File: config.mk
export PLATFORM = sky130hd
export DESIGN_NAME = seven_seg_scan
export DESIGN_NICKNAME = d
export VERILOG_FILES = /design/src/rtl/seven_seg_pkg.sv /design/src/rtl/seg_decode.sv /design/src/rtl/seven_seg_scan.sv
export SDC_FILE = /design/constraint.sdc
export NUM_CORES = 1
export LEC_CHECK = 0
export CORE_MARGIN = 1.5
export CORE_UTILIZATION = 28
export CTS_CLUSTER_DIAMETER = 200
export DETAILED_ROUTE_END_ITERATION = 7
export GPL_TIMING_DRIVEN = 0
export HOLD_SLACK_MARGIN = 0.1
export PLACE_DENSITY = 0.47
export SLEW_MARGIN = 20
export SYNTH_ARGS = -nofsm -noshare
export SYNTH_HDL_FRONTEND = slang
export SYNTH_SLANG_ARGS = --single-unit
File: constraint.sdc
create_clock -name clk -period 5 [get_ports clk]
set_input_delay 0.5 -clock clk [delete_from_list [all_inputs] [get_ports clk]]
set_output_delay 0.5 -clock clk [all_outputs]
set_load 0.02 [all_outputs]
File: src/rtl/seven_seg_pkg.sv
// Shared constants and helpers for the seven-segment scan driver.
// Segment patterns are active low, ordered {g,f,e,d,c,b,a}.
package seven_seg_pkg;

  typedef logic [3:0]  nibble_t;
  typedef logic [6:0]  seg_t;
  typedef int unsigned width_t;

  localparam seg_t SEG_BLANK = 7'h7F;

  localparam seg_t SEG_HEX [0:15] = '{
    7'b1000000, 7'b1111001, 7'b0100100, 7'b0110000,
    7'b0011001, 7'b0010010, 7'b0000010, 7'b1111000,
    7'b0000000, 7'b0010000, 7'b0001000, 7'b0000011,
    7'b1000110, 7'b0100001, 7'b0000110, 7'b0001110
  };

  // Counter width for a count of n; never narrower than one bit.
  function automatic width_t idxWidth(input int unsigned n);
    return (n > 1) ? width_t'($clog2(n)) : width_t'(1);
  endfunction

endpackage

File: src/rtl/seg_decode.sv
// Hex nibble to active-low seven-segment pattern, purely combinational.
module seg_decode
  import seven_seg_pkg::*;
(
  input  logic [3:0] nibble_i,
  output logic [6:0] seg_o
);

  assign seg_o = SEG_HEX[nibble_i];

endmodule

File: src/rtl/seven_seg_scan.sv
// Time-multiplexed common-anode display driver with a double-buffered value.
// Define SEVEN_SEG_LZ_BLANK_EN to blank leading zero digits.
module seven_seg_scan
  import seven_seg_pkg::*;
#(
  parameter int DIGITS   = 4,
  parameter int SCAN_DIV = 50000
)
(
  input  logic                  clk,
  input  logic                  rst,
  input  logic                  enable,
  input  logic                  load,
  input  logic [4*DIGITS-1:0]   value,
  input  logic [DIGITS-1:0]     dp_in,
  output logic [6:0]            seg,
  output logic                  dp,
  output logic [DIGITS-1:0]     an,
  output logic                  frame_done
);

  localparam int IDX_W = int'(idxWidth(DIGITS));
  localparam int DIV_W = int'(idxWidth(SCAN_DIV));
  localparam logic [DIV_W-1:0] DIV_LAST = DIV_W'(SCAN_DIV - 1);
  localparam logic [IDX_W-1:0] IDX_LAST = IDX_W'(DIGITS - 1);

  logic [DIV_W-1:0]    div_q, div_d;
  logic [IDX_W-1:0]    idx_q, idx_d;
  logic [4*DIGITS-1:0] shadowVal_q, shadowVal_d;
  logic [DIGITS-1:0]   shadowDp_q, shadowDp_d;
  logic [4*DIGITS-1:0] pendVal_q, pendVal_d;
  logic [DIGITS-1:0]   pendDp_q, pendDp_d;
  logic                pend_q, pend_d;
  logic                boundDly_q, boundDly_d;
  logic [6:0]          seg_q, seg_d;
  logic                dp_q, dp_d;
  logic [DIGITS-1:0]   an_q, an_d;
  logic                frameDone_q, frameDone_d;

  logic                tick;
  logic                boundary;
  logic [3:0]          curNibble;
  logic [6:0]          decSeg;
  logic                curBlank;

  assign curNibble = shadowVal_q[{idx_q, 2'b00} +: 4];

  seg_decode u_decode (
    .nibble_i (curNibble),
    .seg_o    (decSeg)
  );

`ifdef SEVEN_SEG_LZ_BLANK_EN
  logic [DIGITS-1:0] lzBlank;

  // A digit is blank when it and every higher digit are zero; digit 0 always shows.
  always_comb begin
    logic zeroRun;
    zeroRun = 1'b1;
    lzBlank = '0;
    for (int k = DIGITS - 1; k > 0; k--) begin
      zeroRun    = zeroRun & (shadowVal_q[4*k +: 4] == 4'h0);
      lzBlank[k] = zeroRun;
    end
  end

  assign curBlank = lzBlank[idx_q];
`else
  assign curBlank = 1'b0;
`endif

  always_comb begin
    div_d       = div_q;
    idx_d       = idx_q;
    shadowVal_d = shadowVal_q;
    shadowDp_d  = shadowDp_q;
    pendVal_d   = pendVal_q;
    pendDp_d    = pendDp_q;
    pend_d      = pend_q;
    tick        = 1'b0;
    boundary    = 1'b0;

    if (!enable) begin
      div_d = '0;
      idx_d = '0;
      if (load) begin
        shadowVal_d = value;
        shadowDp_d  = dp_in;
        pend_d      = 1'b0;
      end
    end else begin
      tick     = (div_q == DIV_LAST);
      boundary = tick && (idx_q == IDX_LAST);
      if (tick) begin
        div_d = '0;
        idx_d = boundary ? '0 : idx_q + IDX_W'(1);
      end else begin
        div_d = div_q + DIV_W'(1);
      end

      // A live load on the boundary beats an older pending value.
      if (boundary && load) begin
        shadowVal_d = value;
        shadowDp_d  = dp_in;
        pend_d      = 1'b0;
      end else if (boundary && pend_q) begin
        shadowVal_d = pendVal_q;
        shadowDp_d  = pendDp_q;
        pend_d      = 1'b0;
      end else if (load) begin
        pendVal_d = value;
        pendDp_d  = dp_in;
        pend_d    = 1'b1;
      end
    end
  end

  // The boundary is delayed twice so frame_done lands with digit 0 on the pins.
  always_comb begin
    seg_d       = SEG_BLANK;
    dp_d        = 1'b1;
    an_d        = '1;
    boundDly_d  = boundary;
    frameDone_d = boundDly_q & enable;
    if (enable) begin
      seg_d       = curBlank ? SEG_BLANK : decSeg;
      dp_d        = ~shadowDp_q[idx_q];
      an_d[idx_q] = 1'b0;
    end
  end

  always_ff @(posedge clk) begin
    if (rst) begin
      div_q       <= '0;
      idx_q       <= '0;
      shadowVal_q <= '0;
      shadowDp_q  <= '0;
      pendVal_q   <= '0;
      pendDp_q    <= '0;
      pend_q      <= 1'b0;
      boundDly_q  <= 1'b0;
      seg_q       <= SEG_BLANK;
      dp_q        <= 1'b1;
      an_q        <= '1;
      frameDone_q <= 1'b0;
    end else begin
      div_q       <= div_d;
      idx_q       <= idx_d;
      shadowVal_q <= shadowVal_d;
      shadowDp_q  <= shadowDp_d;
      pendVal_q   <= pendVal_d;
      pendDp_q    <= pendDp_d;
      pend_q      <= pend_d;
      boundDly_q  <= boundDly_d;
      seg_q       <= seg_d;
      dp_q        <= dp_d;
      an_q        <= an_d;
      frameDone_q <= frameDone_d;
    end
  end

  assign seg        = seg_q;
  assign dp         = dp_q;
  assign an         = an_q;
  assign frame_done = frameDone_q;

endmodule
==> results.md, run 1 <==
- Post-CTS resize count: 0
- Share of the synthesized area in the top cell type: 0.430
- Placed cell area: 0.00393 mm2
- Seq cells post-synth: 73
- Number of flops mapped to enable cells by yosys: 0
- Dominant cell type by area after synthesis: dfxtp_1
- Sw Share: 0.230
- Die W: 113 um
- Status: complete, no violations
- Largest fanout on the critical path: 8
- Die H: around 110 um
- Peak supply drop: roughly 170 uV
- Cts hold-fix bufs: 0
- Reg-to-Reg End: seg[3]
- Setup ws final: 2.75 ns
- CP max-delay cell: mux4_2
- DR WL/cell: 14.8 um
- RR Startpoint: idx_q[0]
- Mapped cell area: 0.00340 mm2
- Setup crit start kind: flip-flop
- Flop-to-flop setup slack: 2.75 ns
- Nets: 434
- CP Data Arrival Time: 2.45 ns
- Critical Path Start: idx_q[0]
- Commonest cells post-synth: dfxtp_1 (73), nand2b_1 (43), a21oi_1 (29)
- Core area: 0.0119 mm2
- Total wire length: just over 8000 um
- Most numerous cell in the Yosys netlist: dfxtp_1
- Syn Area/Cell: 9.62 um2
- Root buf cell: clkbuf_16
- Post-synthesis sequential area ratio: 0.430
- Crit path capture: seg[3]
- Commonest register cell after synthesis: dfxtp_1
- Multi-input gate area: 0.00180 mm2
- Area occupied by registers: roughly 0.0015 mm2
- Overall Power: 1.41 mW
- Area grow syn2layout: 24.8%
- Crit-path max cell delay: 0.61 ns
- Syn. warnings: 0
- Die Area: 0.0128 mm2
- Initial antenna violation count: 0
- Sw power: 326 uW
- Area contributors post-synth: dfxtp_1 (43%), nand2b_1 (7.9%), o221a_1 (6.6%)
- Grt ovf: 0
- Delay-heaviest family, CP: multiplexers
- R2R depth: 6
- Fmax: between 400 and 500 MHz
- Layout cells sized above 1: 0.0767
- Setup TNS: 0 ns
- Crit path cell chain: buf_2 > mux4_2 > ha_1 > nor2b_1 > a2111oi_0 > a31oi_1
- Max-slew violation count: 0
- Hold WC Path Type: reg2reg
- Async S/R FF share, synth: 0
- Number of clock sinks: 73
- HPWL after detailed placement: 5840 um
- Leakage power figure: 1.51 nW
- Fill count: 1271
- Initial drt markers: 75
- Number of max-cap violations: 0
- Gr usage total: 0.139
- PwrDens: around 330 mW/mm2
- Largest net degree at the start of global routing: 13
- Num CTS Buffers: 9
- Clock buffer depth: 2
- Clock skew: about 0.0072 ns
- # setup viols final: 0
- Synth cell types: 40
- Worst-path clk slew: about 0.060 ns
- Rows: 40
- I/O Pins: 37
- Crit path buf inv count: 1
- RSZ-0062 raised after global routing: no
- Worst setup path class: reg2reg
- Int Pwr: 1.09 mW
- Clock Power Share: 0.463
- Final Hold Vio Count: 0
- Crit path depth: 6
- DRC errors left: 0
- CTS tree: done
- Worst-Margin Slew: 0.530 ns
- Diodes inserted: 0
- Rel. slew slack: 0.646
- DRT antenna net count: 0
- Post-route minimum period: 2.25 ns
- PortBufs: 35
- Pre-antenna DRT Iters: 4
- Final Cell Area: 0.00424 mm2
- Logic pwr share: 0.097
- Initial Util: 0.285
- Routability cong.: 0.769
- Mapped Nets: 388
- CTS H-tree lvls: 3
- Vias per cell: around 4.8
- Req. time, crit path: 5.19 ns
- Final core occ: 0.356
- Post-CTS Setup Bufs: 0
- Vias: roughly 2700
- Clk_lat worst skew: approximately 0.33 ns
- Final period utilization: 0.451
- Vias in the first global route: ~2700
- Gate Count Post-Synth: around 350
- Global-route wire length before repair: 13700 um
- Reg power frac: 0.439
- Worst slack at placement: 2.70 ns
- Worst setup EP type: flip-flop
==> state kept, by name (all words and copies together) (netlist names) <==
register     flops
div_q           16
pendVal_q       16
shadowVal_q     16
seg              7
an               4
pendDp_q         4
shadowDp_q       4
idx_q            2
boundDly_q       1
dp               1
frame_done       1
pend_q           1
==> layout by cell type (no fill, tap or decap), types with 6 or more instances in the layout <==
cell             synthesis  routed
nor3_1                  20      20
dfxtp_1                 73      73
nor2_1                  19      19
o221a_1                 20      20
clkbuf_1                19      20
nand2_1                 16      16
ha_1                    11      11
a21oi_1                 29      29
nand4_1                  7       7
mux2i_1                 22      22
nand2b_1                43      43
o21ai_0                  6       6
clkdlybuf4s50_1          0      35
clkbuf_16                0       9
buf_2                    7       7
inv_1                    7       7
==> cells by family after synthesis <==
group	share of synthesized area
xor gates and xnor gates	0.0258
and+or+nand+nor	0.222
AOI/OAI and AO/OA	0.145
muxes	0.0980
adders and majority gates	0.0405
DFF	0.430
buffers and inverters	0.0390
==> worst register-to-register path: stages (launching register included) <==
cell and delay (ns):
dfxtp_1 0.36, buf_2 0.28, mux4_2 0.62, ha_1 0.27, nor2b_1 0.14, a2111oi_0 0.37, a31oi_1 0.08
==> routing by layer <==
metal / vias to the layer above / track usage / share of wire
li1: 1368 / - / -
met1: 1242 / 0.179 / 0.49
met2: 46 / 0.226 / 0.46
met3: 10 / 0.0402 / 0.038
met4: 0 / 0.0408 / 0.010
met5: - / 0 / 0
==> power by group through the flow <==
stage          sequential, mW  combinational [mW]  clock, mW
2_1_floorplan           0.635              0.0788          0
3_3_place_gp            0.634               0.136          0
3_5_place_dp            0.634               0.139          0
4_1_cts                 0.621               0.139      0.677
5_1_grt                 0.624               0.152      0.703
6_report                0.621               0.137      0.655
==> per-stage QoR <==
step	hold slack [ns]	instances
2_1_floorplan	0.406	353
3_3_place_gp	0.443	535
3_5_place_dp	0.434	535
4_1_cts	0.455	551
5_1_grt	0.473	551
6_report	0.448	551
==> cell type report <==
type	instances	share of cell area
multi-input combinational	247	0.425
sequential	73	0.345
clock buffer	12	0.0605
tap	147	0.0434
buffer	26	0.0251
timing repair buffer	35	0.0826
clock inverter	4	0.0121
inverter	7	0.00620
==> how the worst min path moves through the flow <==
stage,start,endpoint,cells past startpoint
after floorplan,boundDly_q,frame_done,1
final,boundDly_q,frame_done,1
after CTS,boundDly_q,frame_done,1
after detailed placement,boundDly_q,frame_done,1
after global placement,boundDly_q,frame_done,1
after global routing,boundDly_q,frame_done,1
Power figures use the tool's default switching activity.
==> run 2: changes to the inputs <==
--- a/config.mk
+++ b/config.mk
@@ -11,7 +11,7 @@
 export DETAILED_ROUTE_END_ITERATION = 7
 export GPL_TIMING_DRIVEN = 0
 export HOLD_SLACK_MARGIN = 0.1
-export PLACE_DENSITY = 0.47
+export PLACE_DENSITY = 0.49
 export SLEW_MARGIN = 20
 export SYNTH_ARGS = -nofsm -noshare
 export SYNTH_HDL_FRONTEND = slang
==> constraint.sdc (replaced) <==
create_clock -name clk -period 1.9 [get_ports clk]
set_input_delay 0.19 -clock clk [delete_from_list [all_inputs] [get_ports clk]]
set_output_delay 0.19 -clock clk [all_outputs]
set_load 0.02 [all_outputs]
==> run 2 against run 1 <==
The run now ends with negative setup slack left. Sequential share of layout area fell by 1.3 points. Utilization rose by 1.6 points. Setup slack got worse by 2.8 ns. Sequential cell count did not move. Clock power rose by 130%. Die area did not move. Critical path depth rose by 1. Routed wire length rose by 4.2%. Largest cell class unchanged.
==> results.md, run 2 (synthesis results as in run 1) <==
- Leakage power figure: 1.61 nW (+6.4%)
- Crit path capture: seg[1]
- Initial antenna violation count: 0 (unchanged)
- Final period utilization: 1.00 (+0.554)
- Vias in the first global route: 2705 (+0.56%)
- Rel. slew slack: 0.661 (+0.0144)
- Total wire length: 8510 um (+4.2%)
- Worst slack at placement: -0.329 ns (-3.03 ns)
- Final Hold Vio Count: 0 (unchanged)
- Commonest non-fill, non-tap cells in the layout: dfxtp_1 (68), nand2b_1 (43), clkdlybuf4s50_1 (35), a21oi_1 (28), mux2i_1 (22)
- Die Area: 0.0128 mm2 (unchanged)
- Num CTS Buffers: 9 (unchanged)
- Rows: 40 (unchanged)
- DRT antenna net count: 0 (unchanged)
- Nets: 449 (+3.5%)
- Post-route minimum period: 1.91 ns (-0.346 ns)
- Status: finished, violations left
- Worst-path clk slew: 0.06 ns (about the same)
- Placed cell area: 0.00394 mm2 (+0.22%)
- Largest net degree at the start of global routing: 11 (-2)
- RSZ-0062 raised after global routing: yes
- Setup crit start kind: flip-flop
- Grt ovf: 0 (unchanged)
- # setup viols final: 1 (+1)
- CTS tree: done
- Top Metal Used: met4
- Routability cong.: 0.779 (+1.2%)
- Hold_ws: 0.419 ns (-0.0291 ns)
- Metal3 WL: 365 um (+17%)
- Layout cells sized above 1: 0.153 (+0.0767)
- Regs by FF count: div_q x16, pendVal_q x16, shadowVal_q x16
- Pre-antenna DRT Iters: 4 (unchanged)
- Largest fanout on the critical path: 5 (-3)
- Clock buffer depth: 2 (unchanged)
- Final Cell Area: 0.00443 mm2 (+4.6%)
- Req. time, crit path: 2.09 ns (-3.10 ns)
- Vias: 2778 (+4.2%)
- CP Data Arrival Time: 2.09 ns (-0.36 ns)
- Clock skew: 0.00631 ns (-0.000912 ns)
- Worst setup EP type: flip-flop
- R2R depth: 7 (+1)
- Root buf cell: clkbuf_16
- DR WL/cell: 15.1 um (+1.8%)
- Core area: 0.0119 mm2 (unchanged)
- PwrDens: 806 mW/mm2 (+140%)
- Violated checks: negative setup slack
- Die H: 113 um (unchanged)
- Commonest non-fill, non-tap cell in the layout: dfxtp_1
- Gr usage total: 0.135 (-0.00355)
- M1 WL: 3940 um (-2.2%)
- Worst-Margin Slew: 0.509 ns (-0.0216 ns)
- Number of clock sinks: 73 (unchanged)
- Critical Path Start: idx_q[0]
- Final core occ: 0.372 (+0.0163)
- CTS H-tree lvls: 3 (unchanged)
- Area grow syn2layout: 30.5%
- Flop-to-flop setup slack: -0.009 ns (-2.75 ns)
- Setup TNS: -0.00877 ns (-0.00877 ns)
- HPWL after detailed placement: 5790 um (-0.87%)
- Reg-to-Reg End: seg[1]
- Wire length on met2: 4080 um (+9.0%)
- Global-route wire length before repair: 13500 um (-1.4%)
- Cts hold-fix bufs: 0 (unchanged)
- Clk_lat worst skew: 0.33 ns (about the same)
- Setup ws final: -0.00877 ns (-2.75 ns)
- I/O Pins: 37 (unchanged)
- Diodes inserted: 0 (unchanged)
- Initial drt markers: 144 (+92%)
- Fmax: 524 MHz (+18%)
- Initial Util: 0.285 (unchanged)
- RR Startpoint: idx_q[0]
- Max-slew violation count: 0 (unchanged)
- Die W: 113 um (unchanged)
- Vias per cell: 4.93 (+1.8%)
- PortBufs: 35 (unchanged)
- Worst setup path class: reg2reg
- DRC errors left: 0 (unchanged)
- Hold WC Path Type: in2reg
- Number of max-cap violations: 0 (unchanged)
- Peak supply drop: 406 uV (+140%)
[run 2: cell types whose count changed in the layout (fill, tap and decap cells not counted), moves of 2 or more]
| cell | previous run | this run |
|---|---|---|
| inv_1 | 7 | 5 |
| inv_2 | 0 | 2 |
| buf_6 | 0 | 7 |
| buf_2 | 7 | 3 |
| clkbuf_1 | 20 | 16 |
| clkbuf_2 | 0 | 2 |
| ha_4 | 0 | 2 |
| dfxtp_1 | 73 | 68 |
| buf_4 | 0 | 15 |
| dfxtp_2 | 0 | 4 |
| ha_1 | 11 | 8 |
[run 2: how the worst min path moves through the flow]
stage,depth (start not counted),startpoint,slack (ns),endpoint
6_report,3,rst,0.42,pendDp_q[0]
5_1_grt,1,div_q[0],0.47,div_q[0]
4_1_cts,3,rst,0.43,pendDp_q[0]
3_5_place_dp,1,boundDly_q,0.44,frame_done
3_3_place_gp,1,boundDly_q,0.44,frame_done
2_1_floorplan,1,enable,0.30,pend_q
[run 2: metrics by stage]
step / total power, mW / instances
final: 3.57 / 564
after detailed placement: 2.03 / 535
after global placement: 2.03 / 535
after global routing: 3.74 / 564
after CTS: 3.61 / 557
after floorplan: 1.88 / 353
[run 2: worst max-delay path, cell delays in order (launching register included)]
cell	delay, ns
dfxtp_2	0.34
buf_6	0.14
mux4_2	0.56
inv_2	0.16
ha_4	0.22
nor2_2	0.12
nand3b_1	0.12
o211ai_1	0.10
[run 2: power by group]
part	leakage [nW]	switching (mW)	internal (mW)	total, mW
registers	0.600	0.0359	1.60	1.64
clock network	0.129	0.591	0.941	1.53
logic	0.877	0.201	0.205	0.406
total	1.61	0.828	2.75	3.57
[run 2: per-layer routing]
layer  GRT usage  vias up
li1            -     1393
met3      0.0364       13
met2       0.226       49
met5           0        -
met1       0.170     1323
met4      0.0433        0
[run 2: final cells by class]
class,count,area (um2)
Buffer,26,153
Clock buffer,14,264
Fill cell,1242,7480
Inverter,7,26.3
Multi-Input combinational cell,247,1870
Sequential cell,73,1470
Tap cell,147,184
Timing Repair Buffer,50,470
[run 2: what timing repair did]
action / CTS / global route
pin swaps: 3 / 5
buffers inserted: 8 / 6
cloned: 0 / 1
setup endpoints to repair: 60 / 40
hold endpoints to repair: 0 / 0
resized for setup: 14 / 37
